`src/rtl/sfifo_pkg.sv`:
```
// sfifo_pkg
//   Shared constants and helpers for the synchronous FIFO controller
//   (sfifo_ctrl) and its storage array (fifo_data).
//   Contents:
//     SFIFO_WIDTH       default data word width
//     SFIFO_DEPTH_BITS  default log2 of storage depth
//     ptr_width()       address/pointer width needed to index 'depth' entries
package sfifo_pkg;

  localparam int SFIFO_WIDTH      = 16;
  localparam int SFIFO_DEPTH_BITS = 3;

  // A single-entry store still needs a 1-bit pointer so that vectors stay legal.
  function automatic int ptr_width(input int depth);
    return (depth <= 1) ? 1 : $clog2(depth);
  endfunction

endpackage

```
`src/rtl/fifo_data.sv`:
```
// fifo_data
//   Storage array for the synchronous FIFO. Synchronous write, combinational
//   read. Contents are deliberately not reset.
//   Ports:
//     clk    in   clock; writes occur on the rising edge
//     we     in   write enable
//     waddr  in   write address
//     wdata  in   write data
//     raddr  in   read address
//     rdata  out  word currently stored at raddr
module fifo_data
  import sfifo_pkg::*;
#(
  parameter int WIDTH      = SFIFO_WIDTH,
  parameter int DEPTH_BITS = SFIFO_DEPTH_BITS
) (
  input  logic                  clk,
  input  logic                  we,
  input  logic [DEPTH_BITS-1:0] waddr,
  input  logic [WIDTH-1:0]      wdata,
  input  logic [DEPTH_BITS-1:0] raddr,
  output logic [WIDTH-1:0]      rdata
);

  localparam int ENTRIES = 1 << DEPTH_BITS;

  logic [WIDTH-1:0] mem_q [ENTRIES];

  always_ff @(posedge clk) begin
    if (we) mem_q[waddr] <= wdata;
  end

  assign rdata = mem_q[raddr];

endmodule

```
`src/rtl/sfifo_ctrl.sv`:
```
// sfifo_ctrl
//   Synchronous FIFO control wrapped around fifo_data. Owns the write/read
//   pointers, storage occupancy and the full/almost-full/overflow flags, and
//   presents the consumer side as a valid/ready stream.
//   Optional feature macro: SFIFO_OREG_EN
//     undefined: dout comes straight from storage at rptr (1-cycle latency)
//     defined:   a registered output stage with its own valid bit drives
//                dout/rd_valid (2-cycle latency, capacity DEPTH+1)
//   Ports:
//     clk       in   single clock, rising edge
//     rstn      in   asynchronous active-low reset
//     wr        in   push request; din captured when wr & ~full
//     din       in   write data
//     full      out  storage holds DEPTH words
//     afull     out  storage occupancy >= AFULL_LVL
//     ovf       out  sticky: push attempted while full
//     rd_valid  out  dout holds a valid head word
//     rd_ready  in   consumer accepts; pop = rd_valid & rd_ready
//     dout      out  head-of-queue word
//     count     out  total words held (storage plus output register)
module sfifo_ctrl
  import sfifo_pkg::*;
#(
  parameter int WIDTH      = SFIFO_WIDTH,
  parameter int DEPTH_BITS = SFIFO_DEPTH_BITS,
  parameter int AFULL_LVL  = (1 << DEPTH_BITS) - 2
) (
  input  logic                  clk,
  input  logic                  rstn,
  input  logic                  wr,
  input  logic [WIDTH-1:0]      din,
  output logic                  full,
  output logic                  afull,
  output logic                  ovf,
  output logic                  rd_valid,
  input  logic                  rd_ready,
  output logic [WIDTH-1:0]      dout,
  output logic [DEPTH_BITS:0]   count
);

  localparam int DEPTH = 1 << DEPTH_BITS;
  localparam int PW    = ptr_width(DEPTH);

  localparam logic [DEPTH_BITS:0] FULL_CNT  = (DEPTH_BITS + 1)'(DEPTH);
  localparam logic [DEPTH_BITS:0] AFULL_CNT = (DEPTH_BITS + 1)'(AFULL_LVL);

  logic [PW-1:0]       wptr_q, wptr_d;
  logic [PW-1:0]       rptr_q, rptr_d;
  logic [DEPTH_BITS:0] scnt_q, scnt_d;
  logic                ovf_q, ovf_d;

  logic                push;
  logic                sread;
  logic                s_nonempty;
  logic [WIDTH-1:0]    mem_rdata;

  assign full       = (scnt_q == FULL_CNT);
  assign afull      = (scnt_q >= AFULL_CNT);
  assign ovf        = ovf_q;
  assign s_nonempty = (scnt_q != '0);

  // A push while full is dropped even when a pop frees a slot this cycle,
  // so acceptance depends only on the registered occupancy.
  assign push = wr & ~full;

  fifo_data #(
    .WIDTH      (WIDTH),
    .DEPTH_BITS (DEPTH_BITS)
  ) u_fifo_data (
    .clk   (clk),
    .we    (push),
    .waddr (wptr_q),
    .wdata (din),
    .raddr (rptr_q),
    .rdata (mem_rdata)
  );

`ifdef SFIFO_OREG_EN
  logic             oreg_valid_q, oreg_valid_d;
  logic [WIDTH-1:0] oreg_data_q, oreg_data_d;

  // Refill the output register whenever it is empty or draining this cycle,
  // which keeps one pop per cycle sustainable.
  assign sread = (~oreg_valid_q | rd_ready) & s_nonempty;

  always_comb begin
    oreg_valid_d = oreg_valid_q;
    oreg_data_d  = oreg_data_q;
    if (sread) begin
      oreg_valid_d = 1'b1;
      oreg_data_d  = mem_rdata;
    end else if (rd_ready) begin
      oreg_valid_d = 1'b0;
    end
  end

  always_ff @(posedge clk or negedge rstn) begin
    if (!rstn) begin
      oreg_valid_q <= 1'b0;
      oreg_data_q  <= '0;
    end else begin
      oreg_valid_q <= oreg_valid_d;
      oreg_data_q  <= oreg_data_d;
    end
  end

  assign rd_valid = oreg_valid_q;
  assign dout     = oreg_data_q;
  assign count    = scnt_q + {{DEPTH_BITS{1'b0}}, oreg_valid_q};
`else
  // Without an output stage a pop is the storage read itself.
  assign sread    = rd_ready & s_nonempty;
  assign rd_valid = s_nonempty;
  assign dout     = mem_rdata;
  assign count    = scnt_q;
`endif

  always_comb begin
    wptr_d = wptr_q;
    rptr_d = rptr_q;
    scnt_d = scnt_q;
    ovf_d  = ovf_q | (wr & full);
    if (push)  wptr_d = wptr_q + 1'b1;
    if (sread) rptr_d = rptr_q + 1'b1;
    case ({push, sread})
      2'b10:   scnt_d = scnt_q + 1'b1;
      2'b01:   scnt_d = scnt_q - 1'b1;
      default: scnt_d = scnt_q;
    endcase
  end

  always_ff @(posedge clk or negedge rstn) begin
    if (!rstn) begin
      wptr_q <= '0;
      rptr_q <= '0;
      scnt_q <= '0;
      ovf_q  <= 1'b0;
    end else begin
      wptr_q <= wptr_d;
      rptr_q <= rptr_d;
      scnt_q <= scnt_d;
      ovf_q  <= ovf_d;
    end
  end

endmodule

```
`config.mk`:
```
export PLATFORM = sky130hd
export DESIGN_NAME = sfifo_ctrl
export DESIGN_NICKNAME = d
export VERILOG_FILES = /design/src/rtl/sfifo_pkg.sv /design/src/rtl/fifo_data.sv /design/src/rtl/sfifo_ctrl.sv
export SDC_FILE = /design/constraint.sdc
export NUM_CORES = 1
export LEC_CHECK = 0
export ABC_AREA = 1
export BUFFER_PORTS_ARGS = -buffer_cell sky130_fd_sc_hd__buf_4
export CORE_MARGIN = 2
export CORE_UTILIZATION = 57
export CTS_BUF_LIST = sky130_fd_sc_hd__clkbuf_8
export CTS_CLUSTER_DIAMETER = 150
export DETAILED_ROUTE_END_ITERATION = 12
export PLACE_DENSITY = 0.76
export SLEW_MARGIN = 20
export SYNTH_ARGS = -nofsm -noshare
export SYNTH_HDL_FRONTEND = slang
export SYNTH_HIERARCHICAL = 1
export SYNTH_SLANG_ARGS = --single-unit
```
`constraint.sdc`:
```
create_clock -name clk -period 5.8 [get_ports clk]
set_input_delay 1.16 -clock clk [delete_from_list [all_inputs] [get_ports clk]]
set_output_delay 1.16 -clock clk [all_outputs]
set_load 0.05 [all_outputs]
```
==> run_results.csv, run 1 <==
group,metric,value,unit
outcome,status,"finished clean",
timing,max_freq,0.275,GHz
global_route,grt_max_degree,67,
cells_and_area,final_cell_mix,"232 x nand2_1, 142 x inv_1, 128 x edfxtp_1, 66 x nand3_1, 54 x buf_4",
timing,slew_violations,0,
critical_path,critPathLaunch,"rptr_q[1]$_DFFE_PN0P_",
floorplan,rows,38,
global_route,antenna_found_initial,0,
logic_synthesis,synth_seq_cells,139,
clock_tree,root_buffer,"clkbuf_8",
clock_tree,insertion_delay,0.43,ns
placed_design,gp_congestion,0.771,
clock_tree,cts_tree,"yes",
critical_path,crit_chain,"buf_4 > inv_1 > buf_4 > nand3_1 > nand2_1 > nand2_1 > nand2_1 > buf_4",
clock_tree,cts_made_buffers,17,
floorplan,die_h,109,um
route,wl_per_cell,14.6,um
critical_path,cpMaxStageDelayCell,"inv_1",
placed_design,io_buffer_count,43,
min_path,min_path_type,"flip-flop to flip-flop",
global_route,gr-total-overflow,0,
placed_design,postPlaceCellArea,0.00671,sq mm
critical_path,endpoint,"dout[0]",
cells_and_area,nFillCells,822,
logic_synthesis,yosysTopAreaCellShare,61.1,%
critical_path,arrival,2.48,ns
critical_path,startpoint_type,"flip-flop",
route,via_per_inst,4.95,
global_route,grt_usage,22.5,%
clock_tree,htree_levels,4,
cells_and_area,diodes,0,
floorplan,core_area,0.0108,sq mm
floorplan,io_pins,44,
critical_path,cp.required,4.64,ns
cells_and_area,nets,714,
clock_tree,ctsResizeCount,0,
route,via_count,4161,
route,first_pass_iters,4,
logic_synthesis,ys_types,21,
cells_and_area,areaGrowthSynthToFinish,12.8,%
cells_and_area,stdcell_area,0.00710,sq mm
timing,period_share,62.8,%
floorplan,start_util,58.3,%
route,wl,12300,um
critical_path,r2r_slack,3.47,ns
timing,clock_skew,0.0122,ns
clock_tree,cts_setup_buffers,0,
critical_path,worstPathMaxFanout,35,
route,drt_iter0_drc,283,
global_route,grt_pass1_wl,19700,um
logic_synthesis,syn_inst,638,
clock_tree,clock-sinks,139,
cells_and_area,drive_above_1_share,13.4,%
timing,hold_viol_final,0,
logic_synthesis,yosys-top-cells-area,"edfxtp_1 61%, nand2_1 14%, inv_1 8.4%",
cells_and_area,final_common_cell,"nand2_1",
logic_synthesis,netlist_area,0.00629,sq mm
critical_path,reg2reg_to,"u_fifo_data/mem_q[7][13]$_DFFE_PP_",
power_and_ir_drop,ir_drop,391,uV
timing,rsz0062_at_grt,"no",
logic_synthesis,syn_nets,664,
logic_synthesis,avgSynthCellArea,9.86,sq um
flow_run,drv_cap,0,
clock_tree,clk_pin_slew_worst_paths,0.07,ns
floorplan,dieArea,0.0119,sq mm
timing,fin_crit,3.64,ns
logic_synthesis,ys_seq_area_share,65.5,%
power_and_ir_drop,leakage,3.36,nW
min_path,hp-start,"ovf$_DFF_PN0_",
power_and_ir_drop,power_density,540,mW/mm^2
timing,setup_total_negative_slack,0,ns
timing,finalSetupViolCount,0,
floorplan,die_w,109,um
route,postRouteAntennaNets,0,
cells_and_area,final_util,65.8,%
critical_path,criticalPathCategory,"flip-flop to primary output",
critical_path,r2r_start,"count[2]$_DFFE_PN0P_",
critical_path,max_stage_delay,0.50,ns
clock_tree,clockBufferDepth,2,
timing,max-slew-margin-rel,33.4,%
placed_design,dp_hpwl,6940,um
critical_path,cp-end-kind,"primary output",
route,drcViolationCount,0,
timing,max_slew.worst_pin.slew,0.995,ns
power_and_ir_drop,p_total,0.00384,W
critical_path,reg2reg_depth,7,
clock_tree,ctsHoldBuffers,0,
logic_synthesis,yosysTopAreaCell,"edfxtp_1",
logic_synthesis,ys.warnings.count,6,
global_route,grt_pass1_vias,4137,
## report_power, final
| part | internal (W) | switching (W) | leakage, nW |
|---|---|---|---|
| logic | 0.000491 | 0.00122 | 1.87 |
| clock network | 0.000416 | 0.000354 | 0.197 |
| registers | 0.00127 | 0.0000867 | 1.29 |
## per-layer routing
metal / vias to the layer above / GRT usage, % / share of wire, %
met1: 1968 / 27.5 / 42
met5: - / 0 / 0
li1: 2069 / - / -
met2: 106 / 38.5 / 50
met4: 0 / 9.52 / 1.5
met3: 18 / 4.90 / 6.6
## critical path: cells and delay by family (launching register included)
family / cells / cell delay (ns)
buffers and inverters: 4 / 1.31
DFF: 1 / 0.37
and+or+nand+nor: 4 / 0.35
## how the worst min path moves through the flow
stage / to / slack, ns / cells after the start
after floorplan: rptr_q[2]$_DFFE_PN0P_ / 0.49 / 2
after global placement: ovf$_DFF_PN0_ / 0.45 / 1
after detailed placement: ovf$_DFF_PN0_ / 0.46 / 1
after CTS: ovf$_DFF_PN0_ / 0.49 / 1
after global routing: ovf$_DFF_PN0_ / 0.51 / 1
final: ovf$_DFF_PN0_ / 0.49 / 1
## layout make-up
type / instances / area [sq um] / share of cell area (%)
multi-input combinational: 332 / 1460 / 20.6
clock inverter: 15 / 158 / 2.22
tap: 140 / 175 / 2.47
clock buffer: 17 / 234 / 3.30
sequential: 139 / 4120 / 58.0
inverter: 144 / 542 / 7.63
timing repair buffer: 54 / 405 / 5.71
## state kept, by name (all words and copies together) (netlist names)
| signal | count |
|---|---|
| rptr_q | 3 |
| ovf | 1 |
| count | 4 |
| u_fifo_data/mem_q | 128 |
| wptr_q | 3 |
## kinds of logic (layout without fill, tap and decap cells)
logic type,after synthesis,in the layout,synth area share (%)
compound gates,6,6,0.517
fa+ha+maj,6,6,1.31
xor+xnor,6,6,0.835
simple gates,314,314,20.6
flops,139,139,65.5
buf+inv,167,230,11.3
## Yosys cell counts
| cell type | instances |
|---|---|
| buf_4 | 4 |
| inv_1 | 141 |
| ha_1 | 5 |
| a21o_1 | 1 |
| edfxtp_1 | 128 |
| nand2_4 | 2 |
| xnor2_1 | 5 |
| nand2_1 | 232 |
| nor2_2 | 1 |
| xor2_1 | 1 |
| buf_2 | 12 |
| nor2_1 | 9 |
| nand3_2 | 2 |
| fa_1 | 1 |
| buf_6 | 7 |
| o21ai_0 | 5 |
| inv_2 | 3 |
| nand2_2 | 1 |
| dfrtp_1 | 11 |
| or2_2 | 1 |
| nand3_1 | 66 |
## per-stage QoR
stage	hold WS, ns	setup slack, ns	cells
3_5_place_dp	0.463	2.65	809
3_3_place_gp	0.446	2.68	809
5_1_grt	0.505	1.95	841
6_report	0.491	2.16	841
2_1_floorplan	0.489	2.70	638
4_1_cts	0.488	2.16	841
No activity file was read; power rests on OpenSTA's default activity.
==> inputs of run 2 (changes only) <==
ABC_AREA = 0   (was 1)
clock period = 3.7 ns   (was 5.8 ns; I/O delays follow)
==> run_results.csv, run 2 <==
group,metric,value,unit
logic_synthesis,synthSimpleGateAreaFrac,3.00,%
timing,fin_crit,2.94,ns
logic_synthesis,ys.warnings.count,6,
global_route,grt_max_degree,33,
logic_synthesis,avgSynthCellArea,22.2,sq um
critical_path,cp-end-kind,"primary output",
placed_design,gp_congestion,0.813,
floorplan,start_util,58.2,%
clock_tree,htree_levels,4,
cells_and_area,nets,345,
route,postRouteAntennaNets,0,
cells_and_area,areaGrowthSynthToFinish,17.1,%
logic_synthesis,yosysTopAreaCell,"edfxtp_1",
cells_and_area,final_common_cell,"edfxtp_1",
route,wl_per_cell,20.0,um
clock_tree,cts_made_buffers,17,
logic_synthesis,yosysTopAreaCellShare,68.3,%
clock_tree,cts_setup_buffers,0,
power_and_ir_drop,ir_drop,688,uV
cells_and_area,top_register,"u_fifo_data/mem_q",
timing,setup_ws,0.756,ns
logic_synthesis,synth_mux_area_share,18.8,%
global_route,grt_pass1_wl,14000,um
power_and_ir_drop,leakage,2.36,nW
logic_synthesis,synth_commonest_cells,"128 x edfxtp_1, 28 x mux4_1, 17 x mux2_2",
critical_path,path_common_cell,"buf_4",
floorplan,io_pins,44,
critical_path,crit_chain,"buf_4 > mux4_1 > mux2_2 > buf_4",
timing,clock_skew,0.0143,ns
logic_synthesis,synth-xor-area-share,0.933,%
critical_path,cp_top_family,"multiplexers",
placed_design,dp_hpwl,5550,um
logic_synthesis,ys_seq_area_share,73.1,%
min_path,min_path_type,"input port to async pin",
cells_and_area,diodes,0,
critical_path,startpoint_type,"flip-flop",
critical_path,cp.buffers_inverters,2,
global_route,grt_usage,19.1,%
clock_tree,cts_tree,"yes",
critical_path,cp.required,2.96,ns
flow_run,drv_cap,0,
clock_tree,insertion_delay,0.42,ns
timing,hold_viol_final,0,
placed_design,io_buffer_count,43,
global_route,grt_pass1_vias,2567,
floorplan,core_area,0.00968,sq mm
logic_synthesis,yosys.area_share.adder,1.47,%
placed_design,post-place-ws,0.983,ns
critical_path,max_stage_delay,0.61,ns
power_and_ir_drop,power_density,868,mW/mm^2
timing,finalSetupViolCount,0,
timing,max-slew-margin-rel,36.8,%
route,drcViolationCount,0,
floorplan,rows,36,
timing,period_share,79.6,%
logic_synthesis,ys_async_sr_fraction,7.91,%
cells_and_area,largest_reg_flops,128,
floorplan,die_w,103,um
logic_synthesis,synth_seq_cells,139,
timing,max_slew.worst_pin.slew,0.948,ns
route,drt_iter0_drc,164,
timing,max_freq,0.340,GHz
timing,rsz0062_at_grt,"no",
floorplan,dieArea,0.0107,sq mm
outcome,status,"finished clean",
route,via_count,2604,
critical_path,cp.depth,4,
clock_tree,ctsHoldBuffers,0,
route,via_per_inst,5.61,
logic_synthesis,synth_compound_area_share,1.04,%
global_route,antenna_found_initial,0,
logic_synthesis,synth_top_family_by_area,"multiplexers",
clock_tree,root_buffer,"clkbuf_8",
cells_and_area,nFillCells,631,
route,wl,9270,um
logic_synthesis,syn_inst,254,
timing,setup_total_negative_slack,0,ns
logic_synthesis,yosysMostFrequentCell,"edfxtp_1",
route,first_pass_iters,5,
global_route,gr-total-overflow,0,
floorplan,die_h,103,um
clock_tree,clockBufferDepth,2,
logic_synthesis,synth-edff-count,128,
critical_path,arrival,2.20,ns
critical_path,criticalPathCategory,"flip-flop to primary output",
critical_path,cpMaxStageDelayCell,"mux4_1",
logic_synthesis,syn_nets,280,
logic_synthesis,ys.flop_type,"edfxtp_1",
clock_tree,clk_pin_slew_worst_paths,0.08,ns
logic_synthesis,ys_types,34,
logic_synthesis,netlist_area,0.00563,sq mm
cells_and_area,final_cell_mix,"128 x edfxtp_1, 56 x buf_4, 28 x mux4_1, 17 x mux2_2, 17 x clkbuf_8",
critical_path,reg2reg_depth,8,
logic_synthesis,yosys-top-cells-area,"edfxtp_1 68%, mux4_1 13%, dfrtp_1 4.9%",
critical_path,worstPathMaxFanout,22,
timing,slew_violations,0,
cells_and_area,drive_above_1_share,34.4,%
clock_tree,clock-sinks,139,
clock_tree,ctsResizeCount,0,
## run 2: stage by stage
stage / total power (W) / hold WS (ns) / area (sq um) / utilization [%] / std cells
2_1_floorplan: 0.00386 / 0.444 / 5630 / - / 254
3_5_place_dp: 0.00446 / 0.449 / 6160 / 63.6 / 433
3_3_place_gp: 0.00442 / 0.458 / 6160 / 63.6 / 433
6_report: 0.00573 / 0.133 / 6600 / 68.1 / 464
4_1_cts: 0.00579 / 0.105 / 6600 / 68.1 / 464
5_1_grt: 0.00601 / 0.105 / 6600 / 68.1 / 464
## run 2: worst paths after layout
kind | from | end | slack (ns)
setup / recovery | rptr_q[0]$_DFFE_PN0P_ | dout[13] | 0.76
hold / removal | rstn | wptr_q[2]$_DFFE_PN0P_ | 0.13
setup reg to reg | count[3]$_DFFE_PN0P_ | count[3]$_DFFE_PN0P_ | 0.97
hold reg to reg | rptr_q[2]$_DFFE_PN0P_ | rptr_q[2]$_DFFE_PN0P_ | 0.47
max in group asynchronous | rstn | rptr_q[0]$_DFFE_PN0P_ | 3.41
min in group clk | rptr_q[2]$_DFFE_PN0P_ | rptr_q[2]$_DFFE_PN0P_ | 0.47
## run 2: worst reg2reg max path: cells and delay by family, from the launching register on
kind                       cells  cell delay (ns)
AOI/OAI and AO/OA              2             0.23
adders and majority gates      2             0.64
buffers and inverters          1             0.04
DFF                            1             0.46
and+or+nand+nor                3             1.23
## run 2: power breakdown
group / internal (W) / switching (W) / total [W]
sequential: 0.00200 / 0.000161 / 0.00216
combinational: 0.000907 / 0.00133 / 0.00224
clock: 0.000791 / 0.000535 / 0.00133
total: 0.00370 / 0.00203 / 0.00573
## run 2: layout make-up
cell class | instances | area [sq um] | area share, %
clock buffers | 17 | 234 | 3.55
multi-input cells | 99 | 1430 | 21.7
clock inverters | 14 | 204 | 3.09
repair buffers | 56 | 420 | 6.37
inverters | 6 | 22.5 | 0.341
flip-flops and latches | 139 | 4120 | 62.4
well taps | 133 | 166 | 2.52
## run 2: per-layer routing
metal | global-route usage [%] | vias to the layer above | routed length, um
met3 | 5.17 | 7 | 350
met5 | 0 | - | 0
met2 | 30.2 | 56 | 4820
li1 | - | 1200 | -
met4 | 7.59 | 0 | 47
met1 | 25.5 | 1341 | 4060
## run 2: logic make-up after synthesis
family          count (synthesis)
simple gates                   27
buf+inv                        16
flops                         139
xor+xnor                        6
fa+ha+maj                       6
compound gates                  8
mux                            52
